==> src/rtl/usb_rx_frame_if.sv <==
// Nibble-lane receive bundle for usb_rx_frame.
// master drives en/rxd, slave returns bytes, pulses and stats.
interface usb_rx_frame_if;
  logic        en;
  logic [3:0]  rxd;
  logic [7:0]  rx_data;
  logic        rx_vld;
  logic        rx_sof;
  logic        rx_eof;
  logic        frame_ok;
  logic        frame_err;
  logic        busy;
  logic [15:0] frame_cnt;
  logic [15:0] err_cnt;

  modport master (
    output en, rxd,
    input  rx_data, rx_vld, rx_sof, rx_eof,
    input  frame_ok, frame_err, busy,
    input  frame_cnt, err_cnt
  );

  modport slave (
    input  en, rxd,
    output rx_data, rx_vld, rx_sof, rx_eof,
    output frame_ok, frame_err, busy,
    output frame_cnt, err_cnt
  );
endinterface

==> src/rtl/usb_rx_frame.sv <==
// Sync-hunting, length-prefixed nibble framer with additive checksum.
// Define USB_RX_STAT_EN to build the saturating frame/error counters.
module usb_rx_frame #(
  parameter logic [3:0] SYNC_H  = 4'hA,
  parameter logic [3:0] SYNC_L  = 4'h5,
  parameter logic [7:0] MAX_LEN = 8'h40
) (
  input logic           clk,
  input logic           rst_n,
  usb_rx_frame_if.slave bus
);

  typedef enum logic [2:0] {
    S_HUNT,
    S_SYNC,
    S_LEN_H,
    S_LEN_L,
    S_DATA_H,
    S_DATA_L,
    S_CSUM_H,
    S_CSUM_L
  } state_t;

  state_t     r_state;
  state_t     w_next;
  logic [3:0] r_rxd_q;
  logic [3:0] r_hi;
  logic [7:0] r_len;
  logic [7:0] r_cnt;
  logic [7:0] r_sum;
  logic [7:0] r_data;
  logic       r_vld;
  logic       r_sof;
  logic       r_eof;
  logic       r_ok;
  logic       r_err;

  logic [7:0] w_pair;
  logic       w_busy;
  logic       w_last;
  logic       w_hi_st;
  logic       w_len_st;
  logic       w_vld;
  logic       w_sof;
  logic       w_eof;
  logic       w_ok;
  logic       w_err;

  assign w_pair   = {r_hi, r_rxd_q};
  assign w_busy   = !(r_state == S_HUNT ||
                      r_state == S_SYNC);
  assign w_last   = (r_cnt + 8'd1) == r_len;
  assign w_len_st = r_state == S_LEN_L;
  assign w_hi_st  = r_state == S_LEN_H  ||
                    r_state == S_DATA_H ||
                    r_state == S_CSUM_H;

  always_ff @(posedge clk or negedge rst_n) begin
    if (!rst_n) r_state <= S_HUNT;
    else        r_state <= w_next;
  end

  always_comb begin
    w_next = S_HUNT;
    if (bus.en) begin
      unique case (r_state)
        S_HUNT:
          w_next = (r_rxd_q == SYNC_H) ? S_SYNC : S_HUNT;
        S_SYNC:
          if (r_rxd_q == SYNC_L)      w_next = S_LEN_H;
          else if (r_rxd_q == SYNC_H) w_next = S_SYNC;
          else                        w_next = S_HUNT;
        S_LEN_H:
          w_next = S_LEN_L;
        S_LEN_L:
          if (w_pair > MAX_LEN)     w_next = S_HUNT;
          else if (w_pair == 8'd0)  w_next = S_CSUM_H;
          else                      w_next = S_DATA_H;
        S_DATA_H:
          w_next = S_DATA_L;
        S_DATA_L:
          w_next = w_last ? S_CSUM_H : S_DATA_H;
        S_CSUM_H:
          w_next = S_CSUM_L;
        S_CSUM_L:
          w_next = S_HUNT;
        default:
          w_next = S_HUNT;
      endcase
    end
  end

  // Dropping en mid-frame aborts with an error instead of any strobe.
  always_comb begin
    w_vld = 1'b0;
    w_sof = 1'b0;
    w_eof = 1'b0;
    w_ok  = 1'b0;
    w_err = 1'b0;
    if (!bus.en) begin
      w_err = w_busy;
    end else begin
      unique case (r_state)
        S_LEN_L: w_err = w_pair > MAX_LEN;
        S_DATA_L: begin
          w_vld = 1'b1;
          w_sof = r_cnt == 8'd0;
          w_eof = r_cnt == (r_len - 8'd1);
        end
        S_CSUM_L: begin
          w_ok  = w_pair == r_sum;
          w_err = w_pair != r_sum;
        end
        default: ;
      endcase
    end
  end

  always_ff @(posedge clk or negedge rst_n) begin
    if (!rst_n) begin
      r_rxd_q <= '0;
      r_hi    <= '0;
      r_len   <= '0;
      r_cnt   <= '0;
      r_sum   <= '0;
      r_data  <= '0;
      r_vld   <= 1'b0;
      r_sof   <= 1'b0;
      r_eof   <= 1'b0;
      r_ok    <= 1'b0;
      r_err   <= 1'b0;
    end else begin
      r_rxd_q <= bus.rxd;
      r_vld   <= w_vld;
      r_sof   <= w_sof;
      r_eof   <= w_eof;
      r_ok    <= w_ok;
      r_err   <= w_err;
      if (w_vld) r_data <= w_pair;
      if (bus.en) begin
        unique case (1'b1)
          w_hi_st: r_hi <= r_rxd_q;
          w_len_st: begin
            r_len <= w_pair;
            r_cnt <= '0;
            r_sum <= '0;
          end
          w_vld: begin
            r_sum <= r_sum + w_pair;
            r_cnt <= r_cnt + 8'd1;
          end
          default: ;
        endcase
      end
    end
  end

  assign bus.rx_data   = r_data;
  assign bus.rx_vld    = r_vld;
  assign bus.rx_sof    = r_sof;
  assign bus.rx_eof    = r_eof;
  assign bus.frame_ok  = r_ok;
  assign bus.frame_err = r_err;
  assign bus.busy      = w_busy;

`ifdef USB_RX_STAT_EN
  logic [15:0] r_fcnt;
  logic [15:0] r_ecnt;

  // Counters step on the same edge that raises the pulse.
  always_ff @(posedge clk or negedge rst_n) begin
    if (!rst_n) begin
      r_fcnt <= '0;
      r_ecnt <= '0;
    end else begin
      if (w_ok && r_fcnt != 16'hFFFF)
        r_fcnt <= r_fcnt + 16'd1;
      if (w_err && r_ecnt != 16'hFFFF)
        r_ecnt <= r_ecnt + 16'd1;
    end
  end

  assign bus.frame_cnt = r_fcnt;
  assign bus.err_cnt   = r_ecnt;
`else
  assign bus.frame_cnt = 16'h0000;
  assign bus.err_cnt   = 16'h0000;
`endif

endmodule

==> src/flat_wrapper.sv <==
// flat-port wrapper written by rule: the top's interface ports become plain ports
module usb_rx_frame_flat 
#(
  parameter logic [3:0] SYNC_H  = 4'hA,
  parameter logic [3:0] SYNC_L  = 4'h5,
  parameter logic [7:0] MAX_LEN = 8'h40
)
  (clk, rst_n, bus_en, bus_rxd, bus_rx_data, bus_rx_vld, bus_rx_sof, bus_rx_eof, bus_frame_ok, bus_frame_err, bus_busy, bus_frame_cnt, bus_err_cnt);
  usb_rx_frame_if bus_i ();
  input logic clk;
  input logic rst_n;
  input wire logic [$bits(bus_i.en)-1:0] bus_en;
  input wire logic [$bits(bus_i.rxd)-1:0] bus_rxd;
  output wire logic [$bits(bus_i.rx_data)-1:0] bus_rx_data;
  output wire logic [$bits(bus_i.rx_vld)-1:0] bus_rx_vld;
  output wire logic [$bits(bus_i.rx_sof)-1:0] bus_rx_sof;
  output wire logic [$bits(bus_i.rx_eof)-1:0] bus_rx_eof;
  output wire logic [$bits(bus_i.frame_ok)-1:0] bus_frame_ok;
  output wire logic [$bits(bus_i.frame_err)-1:0] bus_frame_err;
  output wire logic [$bits(bus_i.busy)-1:0] bus_busy;
  output wire logic [$bits(bus_i.frame_cnt)-1:0] bus_frame_cnt;
  output wire logic [$bits(bus_i.err_cnt)-1:0] bus_err_cnt;
  assign bus_i.en = bus_en;
  assign bus_i.rxd = bus_rxd;
  assign bus_rx_data = bus_i.rx_data;
  assign bus_rx_vld = bus_i.rx_vld;
  assign bus_rx_sof = bus_i.rx_sof;
  assign bus_rx_eof = bus_i.rx_eof;
  assign bus_frame_ok = bus_i.frame_ok;
  assign bus_frame_err = bus_i.frame_err;
  assign bus_busy = bus_i.busy;
  assign bus_frame_cnt = bus_i.frame_cnt;
  assign bus_err_cnt = bus_i.err_cnt;
  usb_rx_frame #(.SYNC_H(SYNC_H), .SYNC_L(SYNC_L), .MAX_LEN(MAX_LEN)) u_core (.clk(clk), .rst_n(rst_n), .bus(bus_i));
endmodule
==> config.mk <==
export PLATFORM = sky130hd
export DESIGN_NAME = usb_rx_frame_flat
export DESIGN_NICKNAME = d
export VERILOG_FILES = /design/src/rtl/usb_rx_frame_if.sv /design/src/rtl/usb_rx_frame.sv /design/src/flat_wrapper.sv
export SDC_FILE = /design/constraint.sdc
export NUM_CORES = 1
export LEC_CHECK = 0
export BUFFER_PORTS_ARGS = -buffer_cell sky130_fd_sc_hd__buf_2
export CAP_MARGIN = 10
export CORE_MARGIN = 1.5
export CORE_UTILIZATION = 40
export CTS_BUF_LIST = sky130_fd_sc_hd__clkbuf_8
export DETAILED_ROUTE_END_ITERATION = 10
export SETUP_SLACK_MARGIN = 0.05
export SYNTH_ARGS = -nofsm -noshare
export SYNTH_HDL_FRONTEND = slang
export SYNTH_SLANG_ARGS = --single-unit
==> constraint.sdc <==
create_clock -name clk -period 2.5 [get_ports clk]
set_clock_uncertainty 0.1 [all_clocks]
set_input_delay 0 -clock clk [delete_from_list [all_inputs] [get_ports clk]]
set_output_delay 0 -clock clk [all_outputs]
set_load 0.02 [all_outputs]
**After elaboration in Yosys (flattened, before gate mapping)**

Cells that the tools add are included.

- Flip-flop bits (word level): 48

- Add/subtract/negate cells: 3
- $lt $le $gt $ge: 1
- Equal/unequal tests: 13
- Mux-type cells: 19
- Reductions and logical operators: 11

Operators by type and width:

| kind | number |
|---|---|
| 8-bit one-hot mux with 2 select lines | 2 |
| 8-bit == test | 3 |
| 3-bit one-hot mux with 8 select lines | 1 |
| 8-bit logical NOT | 2 |
| 3-bit == test (second input constant) | 4 |
| 1-bit two-way mux | 10 |
| 3-bit two-way mux | 3 |
| 8-bit by 1-bit adder with 8-bit output (second input constant) | 1 |
| 8-bit adder | 1 |
| 8-bit by 7-bit greater-than comparator with 1-bit output (second input constant) | 1 |
| 8-bit != test | 1 |
| 8-bit by 1-bit subtractor with 8-bit output (second input constant) | 1 |
| 3-bit by 2-bit == test with 1-bit output (second input constant) | 2 |
| 2-bit AND reduction | 3 |
| 4-bit by 3-bit == test with 1-bit output (second input constant) | 1 |
| 4-bit == test (second input constant) | 1 |
| 2-bit two-way mux | 2 |
| 3-bit by 1-bit == test with 1-bit output (second input constant) | 1 |
| 3-bit logical NOT | 1 |
| 1-bit logical OR | 3 |
| 1-bit one-hot mux with 2 select lines | 1 |
| 2-bit nonzero test | 1 |
| 1-bit logical NOT | 1 |

**Depth between registers and ports, before layout**

Gate-level depths: netlist of the first run.

- Depth after elaboration: 5
- Depth in mapped cells: 7
- Mapped depth without buffers: 7

**Least setup slack after synthesis of the first run**

Ideal clock, no wire load.

- Path kind: register to register
- Start: register u_core.r_cnt[0]
- End: register u_core.r_state[1]
- Setup time: 0.104 ns
- Arrival time: 1.622 ns
- Required time: 2.296 ns
- Setup slack: 0.674 ns
- Stages on the path, launching flop included: 6
- Period minus slack after synthesis: 1.826 ns
- Path through: dfrtp_1 ha_1 nand2b_1 o211a_1 o32a_1 o41ai_2

- Longest elaborated chain between the ends: 5

RTL lines:

| item | line | text |
|---|---|---|
| start: declaration | usb_rx_frame.sv:29 | `logic [7:0] r_cnt;` |
| start signal: assignment | usb_rx_frame.sv:150 | `r_cnt <= r_cnt + 8'd1;` |
| 8-bit by 1-bit adder with 8-bit output | usb_rx_frame.sv:52 | `assign w_last = (r_cnt + 8'd1) == r_len;` |
| 8-bit == test | usb_rx_frame.sv:52 |  |
| 2-bit two-way mux | usb_rx_frame.sv:82 | `w_next = w_last ? S_CSUM_H : S_DATA_H;` |
| 3-bit one-hot mux with 8 select lines | usb_rx_frame.sv:66 | `unique case (r_state)` |
| 3-bit two-way mux | usb_rx_frame.sv:65 | `if (bus.en) begin` |
| named net u_core.w_next[1] | usb_rx_frame.sv:25 | `state_t w_next;` |
| end signal: assignment | usb_rx_frame.sv:60 | `else r_state <= w_next;` |
| end: declaration | usb_rx_frame.sv:24 | `state_t r_state;` |

The timed path passes the listed nets, and every way through them passes these cells.
A chain may end at the register's enable or synchronous reset.

**Worst setup path after layout of the first run**

- Start: register u_core.r_rxd_q[1]
- End: register u_core.r_err, in the netlist u_core.bus.frame_err

- Longest elaborated chain between the ends: 3
- Elaborated cells on any way between the ends: 4

RTL lines:

| item | line | text |
|---|---|---|
| start: declaration | usb_rx_frame.sv:26 | `logic [3:0] r_rxd_q;` |
| start signal: assignment | usb_rx_frame.sv:133 | `r_rxd_q <= bus.rxd;` |
| 8-bit by 7-bit greater-than comparator with 1-bit output / 8-bit != test (equally long branches) | usb_rx_frame.sv:104, usb_rx_frame.sv:112 |  |
| 1-bit one-hot mux with 2 select lines (*) | usb_rx_frame.sv:103 | `unique case (r_state)` |
| 1-bit two-way mux (*) | usb_rx_frame.sv:100 | `if (!bus.en) begin` |
| named net u_core.w_err | usb_rx_frame.sv:47 | `logic w_err;` |
| end signal: assignment | usb_rx_frame.sv:138 | `r_err <= w_err;` |
| end: declaration | usb_rx_frame.sv:36 | `logic r_err;` |

Mark *: on every way through the listed nets, which the timed path passes. The rest lies on a longest branch.

==> results of run 1 <==
layout make-up:
class                           instances  area [um2]
Clock buffer                            5        68.8
Clock inverter                          3        46.3
Fill cell                             677        3750
Inverter                                8        30.0
Multi-Input combinational cell        235        1470
Sequential cell                        48        1200
Tap cell                               96         120
Timing Repair Buffer                   29         183
path summary, 6_finish.rpt:
path                                                    from                                end
min in group clk                                  bus_rxd[3]        u_core.r_rxd_q[3]$_DFF_PN0_
setup reg to reg                 u_core.r_rxd_q[1]$_DFF_PN0_     u_core.bus.frame_err$_DFF_PN0_
hold / removal                                         rst_n        u_core.bus.rx_sof$_DFF_PN0_
setup / recovery                 u_core.r_rxd_q[1]$_DFF_PN0_     u_core.bus.frame_err$_DFF_PN0_
hold reg to reg            u_core.bus.rx_data[5]$_DFFE_PN0P_  u_core.bus.rx_data[5]$_DFFE_PN0P_
max in group asynchronous                              rst_n        u_core.r_rxd_q[1]$_DFF_PN0_
logic make-up (layout without fill, tap and decap cells):
logic type / Yosys count / after routing
simple gates: 113 / 113
buf+inv: 52 / 45
flops: 48 / 48
compound gates: 42 / 42
xor+xnor: 24 / 24
mux: 13 / 13
fa+ha+maj: 11 / 11
other cells: 1 / 32
synth_stat cells, drive strengths merged (2+ instances only):
cell | instances | area share, %
nand2 | 52 | 6.8
dfrtp | 48 | 42
buf | 42 | 10
xnor2 | 18 | 5.7
o21ai | 17 | 3.0
nor2 | 16 | 2.3
mux2 | 13 | 5.1
nand3 | 12 | 2.5
ha | 10 | 4.3
a21oi | 9 | 1.6
inv | 8 | 1.0
nor4 | 8 | 2.0
xor2 | 6 | 1.8
and3 | 5 | 1.1
nand2b | 5 | 1.3
nor3 | 4 | 0.69
nand4 | 3 | 0.65
a21boi | 2 | 0.52
clkbuf | 2 | 0.26
nand4b | 2 | 0.61
o211ai | 2 | 0.52
o221ai | 2 | 0.61
o31ai | 2 | 0.52
per-layer routing:
layer	vias to the layer above	global-route usage, %	routed length [um]
li1	1026	-	-
met1	1022	22.1	2790
met2	57	27.3	2870
met3	4	4.15	205
met4	0	5.05	46
met5	-	0	0
critical path: stages, from the launching register on:
cell and delay (ns):
dfrtp_1 0.54, ha_1 0.32, nor4_1 0.28, nand2_1 0.08, nor4_1 0.37, o21ai_0 0.16
a22o_1 0.20
through the flow:
step	setup WS [ns]	utilization [%]
2_1_floorplan	0.674	-
3_3_place_gp	0.405	42.8
3_5_place_dp	0.385	42.8
4_1_cts	0.367	45.3
5_1_grt	0.183	45.3
6_report	0.344	45.3
sequential cells by signal, summed over array words and instances (netlist names):
name	count
u_core.bus.rx_eof	1
u_core.bus.frame_ok	1
u_core.r_hi	4
u_core.r_len	8
u_core.r_rxd_q	4
u_core.r_state	3
u_core.r_cnt	8
u_core.bus.rx_data	8
u_core.r_sum	8
u_core.bus.rx_vld	1
u_core.bus.frame_err	1
u_core.bus.rx_sof	1
where the power goes:
| group | switching [mW] | total, mW | internal (mW) |
|---|---|---|---|
| clock network | 0.293 | 0.595 | 0.302 |
| registers | 0.0234 | 0.811 | 0.788 |
| logic | 0.0905 | 0.128 | 0.0372 |
| total | 0.407 | 1.53 | 1.13 |
what timing repair did:
action	in CTS	in global routing
hold endpoints to repair	56	0
gates resized for setup	0	0
setup buffers	0	0
hold buffers	6	0
==> impl_metrics.csv, run 1 <==
group,metric,value,unit
status,status,"complete, no violations",
pwr,ir_worst_vdd,0.390,mV
synthesis,yosys.area_share.simple,19.6,%
layout,n_antenna_cell,0,
clock_network,cts-root-buf,"clkbuf_8",
run,max_cap_violations,0,
floorplan,initial_core_util,42.0,%
global_routing,antenna_found_initial,0,
critical_path,required,2.60,ns
synthesis,syn_avg_cell_area,9.48,um2
clock_network,cts_sinks,48,
layout,syn2layout_area_growth,8.03,%
placement,place_congestion,0.870,
sta,fin_crit,2.16,ns
pwr,totalPowerFinal,1.53,mW
sta,max-slew-margin-rel,54.7,%
synthesis,syn_area,2880,um2
clock_network,clk_pin_slew_worst_paths,0.10,ns
synthesis,ys_seq_area_share,41.7,%
drt,ant_nets,0,
critical_path,arrival,2.26,ns
sta,hold_slack,0.0188,ns
floorplan,dieArea,7730,um2
clock_network,clock_latency,0.31,ns
floorplan,die_h,87.9,um
clock_network,cts_buffer_depth,2,
synthesis,synth_edf_count,0,
drt,drt-wirelength-per-cell,13.9,um
critical_path,cp_max_fo,8,
worst_hold_path,worst_hold_path_type,"input port to asynchronous set/reset pin",
critical_path,r2r_slack,0.34,ns
critical_path,endpoint_kind,"register",
synthesis,synth_compound_area_share,9.42,%
placement,dp_cells,410,
layout,design_area,3110,um2
pwr,power_density,493,nW/um2
sta,setup_viol,0,
synthesis,synth_xor_area_share,7.55,%
floorplan,rows,30,
layout,fin_nets,345,
layout,stdcell_count,424,
sta,fin_tns_setup,0,ns
drt,drtIter0Drc,119,
sta,fmax,0.464,GHz
floorplan,core_area,6870,um2
clock_network,htreeDepth,2,
drt,viasPerCell,4.97,
placement,dp_hpwl,4140,um
synthesis,ys_ff_latch,48,
synthesis,ys.flop_type,"dfrtp_1",
layout,layout-drive-gt1-share,15.2,%
critical_path,crit_path_start_kind,"register",
global_routing,grt_pass1_wl,9850,um
global_routing,grt_max_degree,35,
synthesis,synth.distinct_cells,48,
placement,place_area,2940,um2
layout,final_common_cell,"nand2_1",
critical_path,reg2reg_depth,6,
synthesis,synth_fa_ha_area_share,5.03,%
global_routing,grt-ovfl-total,0,
sta,drv_slew,0,
synthesis,synth_warnings,0,
global_routing,first_global_vias,1995,
clock_network,numCtsBuffers,5,
sta,tightest_slew,0.679,ns
drt,drc_errors,0,
synthesis,async_reset_ff_share,100,%
synthesis,synthCells,304,
floorplan,ios,53,
drt,routed_wl,5910,um
drt,dr_total_vias,2109,
floorplan,die_x,87.9,um
synthesis,synth_top_family_by_area,"simple AND/OR/NAND/NOR gates",
drt,drt_first_pass_iters,4,
sta,min_period_over_period,86.2,%
sta,finalHoldViolations,0,
global_routing,gr-usage-all-layers,16.8,%
layout,final_cell_mix,"nand2_1, dfrtp_1, conb_1",
placement,port_buffers,20,
critical_path,critical_path_class,"register to register",
synthesis,synth_mux_area_share,5.08,%
pwr,leakage,1.53,nW
clock_network,tritoncts,"built",
sta,rsz0062_at_grt,"false",
Power figures use the tool's default switching activity.
==> run 2: changes to the inputs <==
--- a/config.mk
+++ b/config.mk
@@ -5,6 +5,7 @@
 export SDC_FILE = /design/constraint.sdc
 export NUM_CORES = 1
 export LEC_CHECK = 0
+export ABC_AREA = 1
 export BUFFER_PORTS_ARGS = -buffer_cell sky130_fd_sc_hd__buf_2
 export CAP_MARGIN = 10
 export CORE_MARGIN = 1.5
==> run 2 against run 1 <==
  * Sequential share of layout area increased by 0.19 points
  * Critical path type unchanged
  * Largest power group unchanged
  * Critical endpoint is now u_core.r_sum[6]$_DFFE_PN0P_
  * Synthesized cell count up 16%
  * Clock-buffer cell count did not move
==> impl_metrics.csv, run 2 <==
group,metric,value,unit
synthesis,syn_area,2850,um2
global_routing,grt_busiest_layer,"met2",
drt,viasPerCell,4.65,
layout,register_area,1200,um2
sta,fmax,0.541,GHz
clock_network,tritoncts,"built",
global_routing,use_met2,27.0,%
synthesis,synth_xor_area_share,4.17,%
pwr,ir_worst_vdd,0.285,mV
pwr,switching_share,31.3,%
global_routing,grt-ovfl-total,0,
clock_network,clk_pin_slew_worst_paths,0.09,ns
sta,hold_slack,0.160,ns
critical_path,endpoint_kind,"register",
run,max_cap_violations,0,
synthesis,synth.top_cell.area_share,42.1,%
critical_path,arrival,1.94,ns
layout,layout-drive-gt1-share,10.7,%
synthesis,async_reset_ff_share,100,%
global_routing,antenna_found_initial,0,
floorplan,rows,30,
floorplan,die_h,87.4,um
placement,place_area,2960,um2
pwr,switchingPower,0.504,mW
global_routing,gr-usage-all-layers,16.1,%
clock_network,cts-root-buf,"clkbuf_8",
pwr,totalPowerFinal,1.61,mW
pwr,p_seq_share,53.6,%
pwr,leakage,1.61,nW
drt,drt-wirelength-per-cell,12.4,um
critical_path,cp_max_fo,4,
critical_path,required,2.60,ns
worst_hold_path,worst_hold_path_type,"input port to asynchronous set/reset pin",
sta,fin_crit,1.85,ns
sta,rsz0062_at_grt,"false",
global_routing,grt_util_met1,21.8,%
clock_network,cts_hold_buffers,6,
critical_path,rr_endpoint,"u_core.r_sum[6]$_DFFE_PN0P_",
synthesis,syn_avg_cell_area,8.10,um2
global_routing,grt_max_degree,29,
critical_path,cp_slowest_cell,"dfrtp_1",
synthesis,synthCells,352,
layout,design_area,3100,um2
floorplan,core_area,6830,um2
drt,drt_first_pass_iters,4,
layout,fin_nets,402,
critical_path,r2r_slack,0.65,ns
status,status,"complete, no violations",
clock_network,numCtsBuffers,5,
placement,port_buffers,20,
layout,final_cell_mix,"nand2_1, dfrtp_1, inv_1",
sta,drv_slew,0,
synthesis,synth_warnings,0,
global_routing,grtUsageMet3,2.56,%
pwr,power_density,519,nW/um2
synthesis,ys_ff_latch,48,
clock_network,cts.repair.resized,0,
floorplan,initial_core_util,41.7,%
synthesis,yosys.area_share.simple,23.2,%
synthesis,synth_mux_area_share,0,%
drt,routed_wl,5970,um
synthesis,synth.most_common_cell,"nand2_1",
layout,n_antenna_cell,0,
floorplan,ios,53,
clock_network,postCtsSetupBuffers,0,
synthesis,ys_seq_area_share,42.1,%
clock_network,clock_latency,0.30,ns
critical_path,regToRegStartpoint,"u_core.r_rxd_q[0]$_DFF_PN0_",
drt,drtIter0Drc,131,
critical_path,path_common_cell,"nand2_1",
clock_network,cts_buffer_depth,2,
drt,dr_total_vias,2233,
synthesis,yosysTopAreaCell,"dfrtp_1",
sta,fin_tns_setup,0,ns
critical_path,critical_path_class,"register to register",
synthesis,synth_fa_ha_area_share,5.09,%
pwr,intPower,1.11,mW
sta,setup_viol,0,
synthesis,synthTopCellsByCount,"nand2_1, dfrtp_1, inv_1",
critical_path,crit_chain,"ha_1 > fa_1 > nand3_1 > nand2_1 > nand2_1 > nand2_1 > nand2_1 > nand2_1 > o21ai_0 > nand2_1",
clock_network,htreeDepth,2,
synthesis,synth.distinct_cells,31,
layout,multiInputGateArea,1350,um2
pwr,combinationalPowerShare,19.2,%
synthesis,ys.flop_type,"dfrtp_1",
layout,fillers,712,
critical_path,crit_path_start_kind,"register",
synthesis,synth_compound_area_share,10.5,%
sta,finalHoldViolations,0,
critical_path,cp_slowest_stage_delay,0.42,ns
synthesis,synth_top_family_by_area,"simple AND/OR/NAND/NOR gates",
floorplan,dieArea,7640,um2
global_routing,first_global_vias,2017,
layout,final_common_cell,"nand2_1",
sta,min_period_over_period,73.9,%
floorplan,die_x,87.4,um
sta,max-slew-margin-rel,56.8,%
clock_network,cts_sinks,48,
synthesis,synth_area_leaders,"dfrtp_1, nand2_1, buf_4",
drt,ant_nets,0,
pwr,clkPwrFrac,27.2,%
synthesis,synth_edf_count,0,
critical_path,reg2reg_depth,10,
drt,drc_errors,0,
placement,dp_hpwl,4420,um
layout,syn2layout_area_growth,8.74,%
sta,tightest_slew,0.648,ns
placement,place_congestion,0.869,
global_routing,grt_pass1_wl,9550,um
run 2: cell count changes in the layout (fill, tap and decap cells not counted), moves of 3 or more:
| cell | delta |
|---|---|
| nand4_1 | +6 |
| xnor2_1 | -12 |
| nand3_1 | +14 |
| nor4_1 | -5 |
| nand2b_1 | -4 |
| nand2_1 | +25 |
| inv_1 | +34 |
| mux2_2 | -13 |
| o21ai_0 | +18 |
| and3_1 | -5 |
| o22ai_1 | +6 |
| nor2_1 | +5 |
| nand2_2 | +3 |
run 2: layout make-up:
class,count,share of cell area [%]
Clock buffer,5,2.22
Clock inverter,2,0.283
Inverter,42,5.09
Multi-Input combinational cell,256,43.4
Sequential cell,48,38.8
Tap cell,96,3.88
Timing Repair Buffer,31,6.38
run 2: worst max-delay path by stage:
stage | from | end | slack (ns)
2_1_floorplan | u_core.r_rxd_q[0]$_DFF_PN0_ | u_core.r_sum[6]$_DFFE_PN0P_ | 0.76
3_3_place_gp | u_core.r_rxd_q[0]$_DFF_PN0_ | u_core.r_sum[6]$_DFFE_PN0P_ | 0.69
3_5_place_dp | u_core.r_rxd_q[0]$_DFF_PN0_ | u_core.r_sum[6]$_DFFE_PN0P_ | 0.65
4_1_cts | u_core.r_rxd_q[0]$_DFF_PN0_ | u_core.r_sum[6]$_DFFE_PN0P_ | 0.64
5_1_grt | u_core.r_rxd_q[0]$_DFF_PN0_ | u_core.r_sum[6]$_DFFE_PN0P_ | 0.42
6_report | u_core.r_rxd_q[0]$_DFF_PN0_ | u_core.r_sum[6]$_DFFE_PN0P_ | 0.65
run 2: layer usage:
metal	vias to the layer above	wire, um
met5	-	0
met3	2	192
met1	1036	2900
met4	0	8
met2	43	2870
li1	1152	-
run 2: cells by family (layout without fill, tap and decap cells):
group,count (synthesis),after routing
AND/OR/NAND/NOR,146,146
adder cells (fa/ha/maj),11,11
buffers and inverters,79,80
AO/OA/AOI/OAI,55,55
XOR/XNOR,12,12
flip-flops,48,48
other,1,32
run 2: stage by stage:
| step | setup slack (ns) | instances | util, % |
|---|---|---|---|
| final | 0.652 | 480 | 45.4 |
| after global routing | 0.424 | 480 | 45.4 |
| after CTS | 0.637 | 480 | 45.4 |
| after detailed placement | 0.653 | 467 | 43.4 |
| after global placement | 0.690 | 467 | 43.4 |
| after floorplan | 0.761 | 383 | - |
run 2: critical path, delay by kind of cell (launching register included):
kind	cells	cell delay (ns)
fa+ha+maj	2	0.63
flops	1	0.42
compound gates	1	0.14
simple gates	7	0.46
run 2: power groups by stage:
stage	Combinational (mW)	Sequential (mW)	Clock, mW
floorplan	0.253	0.878	0
global placement	0.301	0.877	0
detailed placement	0.302	0.878	0
CTS	0.310	0.863	0.461
global route	0.351	0.869	0.485
finish	0.309	0.863	0.437
==> run 3: changes to the inputs <==
==> constraint.sdc (replaced) <==
create_clock -name clk -period 1.89 [get_ports clk]
set_clock_uncertainty 0.1 [all_clocks]
set_input_delay 0 -clock clk [delete_from_list [all_inputs] [get_ports clk]]
set_output_delay 0 -clock clk [all_outputs]
set_load 0.02 [all_outputs]
==> run 3 against run 2 <==
  * Die area unchanged
  * Via count up 5.8%
  * Sequential power increased by 32%
  * Critical path depth grew 1
  * Register-to-register slack lost 0.58 ns
==> impl_metrics.csv, run 3 (synthesized netlist as in run 2, its figures left out) <==
group,metric,value,unit
global_routing,gr-usage-all-layers,17.1,%
critical_path,r2r_slack,0.08,ns
drt,dr_total_vias,2362,
run,max_cap_violations,0,
drt,drc_errors,0,
critical_path,crit_chain,"inv_1 > ha_4 > inv_2 > nand2_1 > nand2_1 > nand3_1 > nor2_1 > nand3_1 > nor2_1 > nand3_1 > a21oi_2",
worst_hold_path,worst_hold_path_type,"input port to asynchronous set/reset pin",
critical_path,endpoint_kind,"register",
clock_network,clk_pin_slew_worst_paths,0.09,ns
drt,routed_wl,6190,um
critical_path,cp_slowest_stage_delay,0.45,ns
pwr,leakage,1.68,nW
critical_path,regToRegStartpoint,"u_core.r_cnt[1]$_DFFE_PN0P_",
sta,max-slew-margin-rel,62.0,%
drt,viasPerCell,4.77,
floorplan,die_h,87.4,um
floorplan,core_area,6830,um2
critical_path,path_common_cell,"nand3_1",
critical_path,crit_buf_inv,2,
drt,route.met3.wl,244,um
sta,drv_slew,0,
floorplan,ios,53,
layout,syn2layout_area_growth,16.5,%
status,status,"complete, no violations",
placement,port_buffers,20,
global_routing,grt_pass1_wl,10100,um
clock_network,cts_buffer_depth,2,
layout,multiInputGateArea,1430,um2
clock_network,cts-root-buf,"clkbuf_8",
global_routing,grt-ovfl-total,0,
clock_network,clock_latency,0.31,ns
critical_path,rr_endpoint,"u_core.r_state[1]$_DFF_PN0_",
pwr,totalPowerFinal,2.27,mW
critical_path,critical_path_class,"register to register",
sta,hold_slack,0.116,ns
drt,top_layer,"met4",
clock_network,tritoncts,"built",
layout,fillers,693,
floorplan,die_x,87.4,um
pwr,ir_worst_vdd,0.524,mV
placement,place_ws,0.0137,ns
layout,fin_nets,416,
layout,final_cell_mix,"nand2_1, dfrtp_1, inv_1",
sta,min_period_over_period,95.9,%
drt,wl_met2,2950,um
critical_path,cp_max_fo,5,
drt,drt_first_pass_iters,4,
drt,drtIter0Drc,93,
global_routing,grt_max_degree,26,
sta,tightest_slew,0.569,ns
critical_path,required,2.03,ns
floorplan,initial_core_util,41.7,%
sta,setup_viol,0,
layout,stdcell_count,495,
sta,fmax,0.551,GHz
critical_path,cpLargestDelayFamily,"simple AND/OR/NAND/NOR gates",
sta,finalHoldViolations,0,
clock_network,htreeDepth,2,
placement,dp_cells,471,
sta,setup_ws,0.0768,ns
clock_network,numCtsBuffers,5,
layout,layout-drive-gt1-share,19.0,%
layout,n_antenna_cell,0,
critical_path,arrival,1.95,ns
pwr,power_density,684,nW/um2
floorplan,dieArea,7640,um2
layout,register_area,1200,um2
global_routing,first_global_vias,2226,
drt,drt-wirelength-per-cell,12.5,um
clock_network,cts_sinks,48,
global_routing,antenna_found_initial,0,
floorplan,rows,30,
placement,place_congestion,0.855,
critical_path,crit_path_start_kind,"register",
drt,wl_met1,2810,um
critical_path,reg2reg_depth,11,
critical_path,cp_slowest_cell,"dfrtp_2",
layout,design_area,3320,um2
layout,final_common_cell,"nand2_1",
placement,dp_hpwl,4450,um
placement,place_area,2990,um2
sta,fin_crit,1.81,ns
drt,ant_nets,0,
sta,rsz0062_at_grt,"true",
==> run 3: worst register-to-register path, stage by stage (launching register included) <==
cell	delay, ns
dfrtp_2	0.45
inv_1	0.12
ha_4	0.21
inv_2	0.05
nand2_1	0.04
nand2_1	0.06
nand3_1	0.09
nor2_1	0.10
nand3_1	0.08
nor2_1	0.14
nand3_1	0.15
a21oi_2	0.16
==> run 3: per-layer routing <==
metal | vias to the layer above | GRT usage [%]
met5 | - | 0
met2 | 56 | 27.9
met1 | 1104 | 21.5
li1 | 1185 | -
met3 | 17 | 3.89
met4 | 0 | 7.94
==> run 3: cell type report <==
type                    instances  area share (%)
clock buffers                   6            2.49
multi-input cells             256            43.2
repair buffers                 45            9.23
well taps                      96            3.62
clock inverters                 2           0.452
inverters                      42            4.75
flip-flops and latches         48            36.3
==> run 3: how the worst max path moves through the flow <==
| stage | cells after the start | startpoint | endpoint | slack (ns) |
|---|---|---|---|---|
| after floorplan | 10 | u_core.r_rxd_q[0]$_DFF_PN0_ | u_core.r_sum[6]$_DFFE_PN0P_ | 0.15 |
| after global placement | 11 | u_core.r_cnt[0]$_DFFE_PN0P_ | u_core.r_state[1]$_DFF_PN0_ | 0.002 |
| after detailed placement | 11 | u_core.r_cnt[0]$_DFFE_PN0P_ | u_core.r_state[1]$_DFF_PN0_ | 0.01 |
| after CTS | 11 | u_core.r_cnt[0]$_DFFE_PN0P_ | u_core.r_state[1]$_DFF_PN0_ | 0.04 |
| after global routing | 11 | u_core.r_cnt[1]$_DFFE_PN0P_ | u_core.r_state[1]$_DFF_PN0_ | -0.04 |
| final | 11 | u_core.r_cnt[1]$_DFFE_PN0P_ | u_core.r_state[1]$_DFF_PN0_ | 0.08 |
==> run 3: through the flow <==
stage	setup TNS [ns]	utilization, %
6_report	0	48.6
5_1_grt	-0.0476	48.6
4_1_cts	0	46.2
3_5_place_dp	0	43.8
3_3_place_gp	0	43.8
2_1_floorplan	0	-
==> run 3: repair_timing <==
action | CTS | global route
endpoints found under the hold margin | 31 | 0
setup endpoints to repair | 2 | 8
hold buffers | 6 | 0
pin swaps | 0 | 9
setup buffers | 0 | 10
gates resized for setup | 3 | 23
==> run 3: power breakdown <==
part / internal [mW] / total, mW / switching [mW]
Combinational: 0.174 / 0.465 / 0.291
Clock: 0.297 / 0.662 / 0.365
Sequential: 1.08 / 1.14 / 0.0635
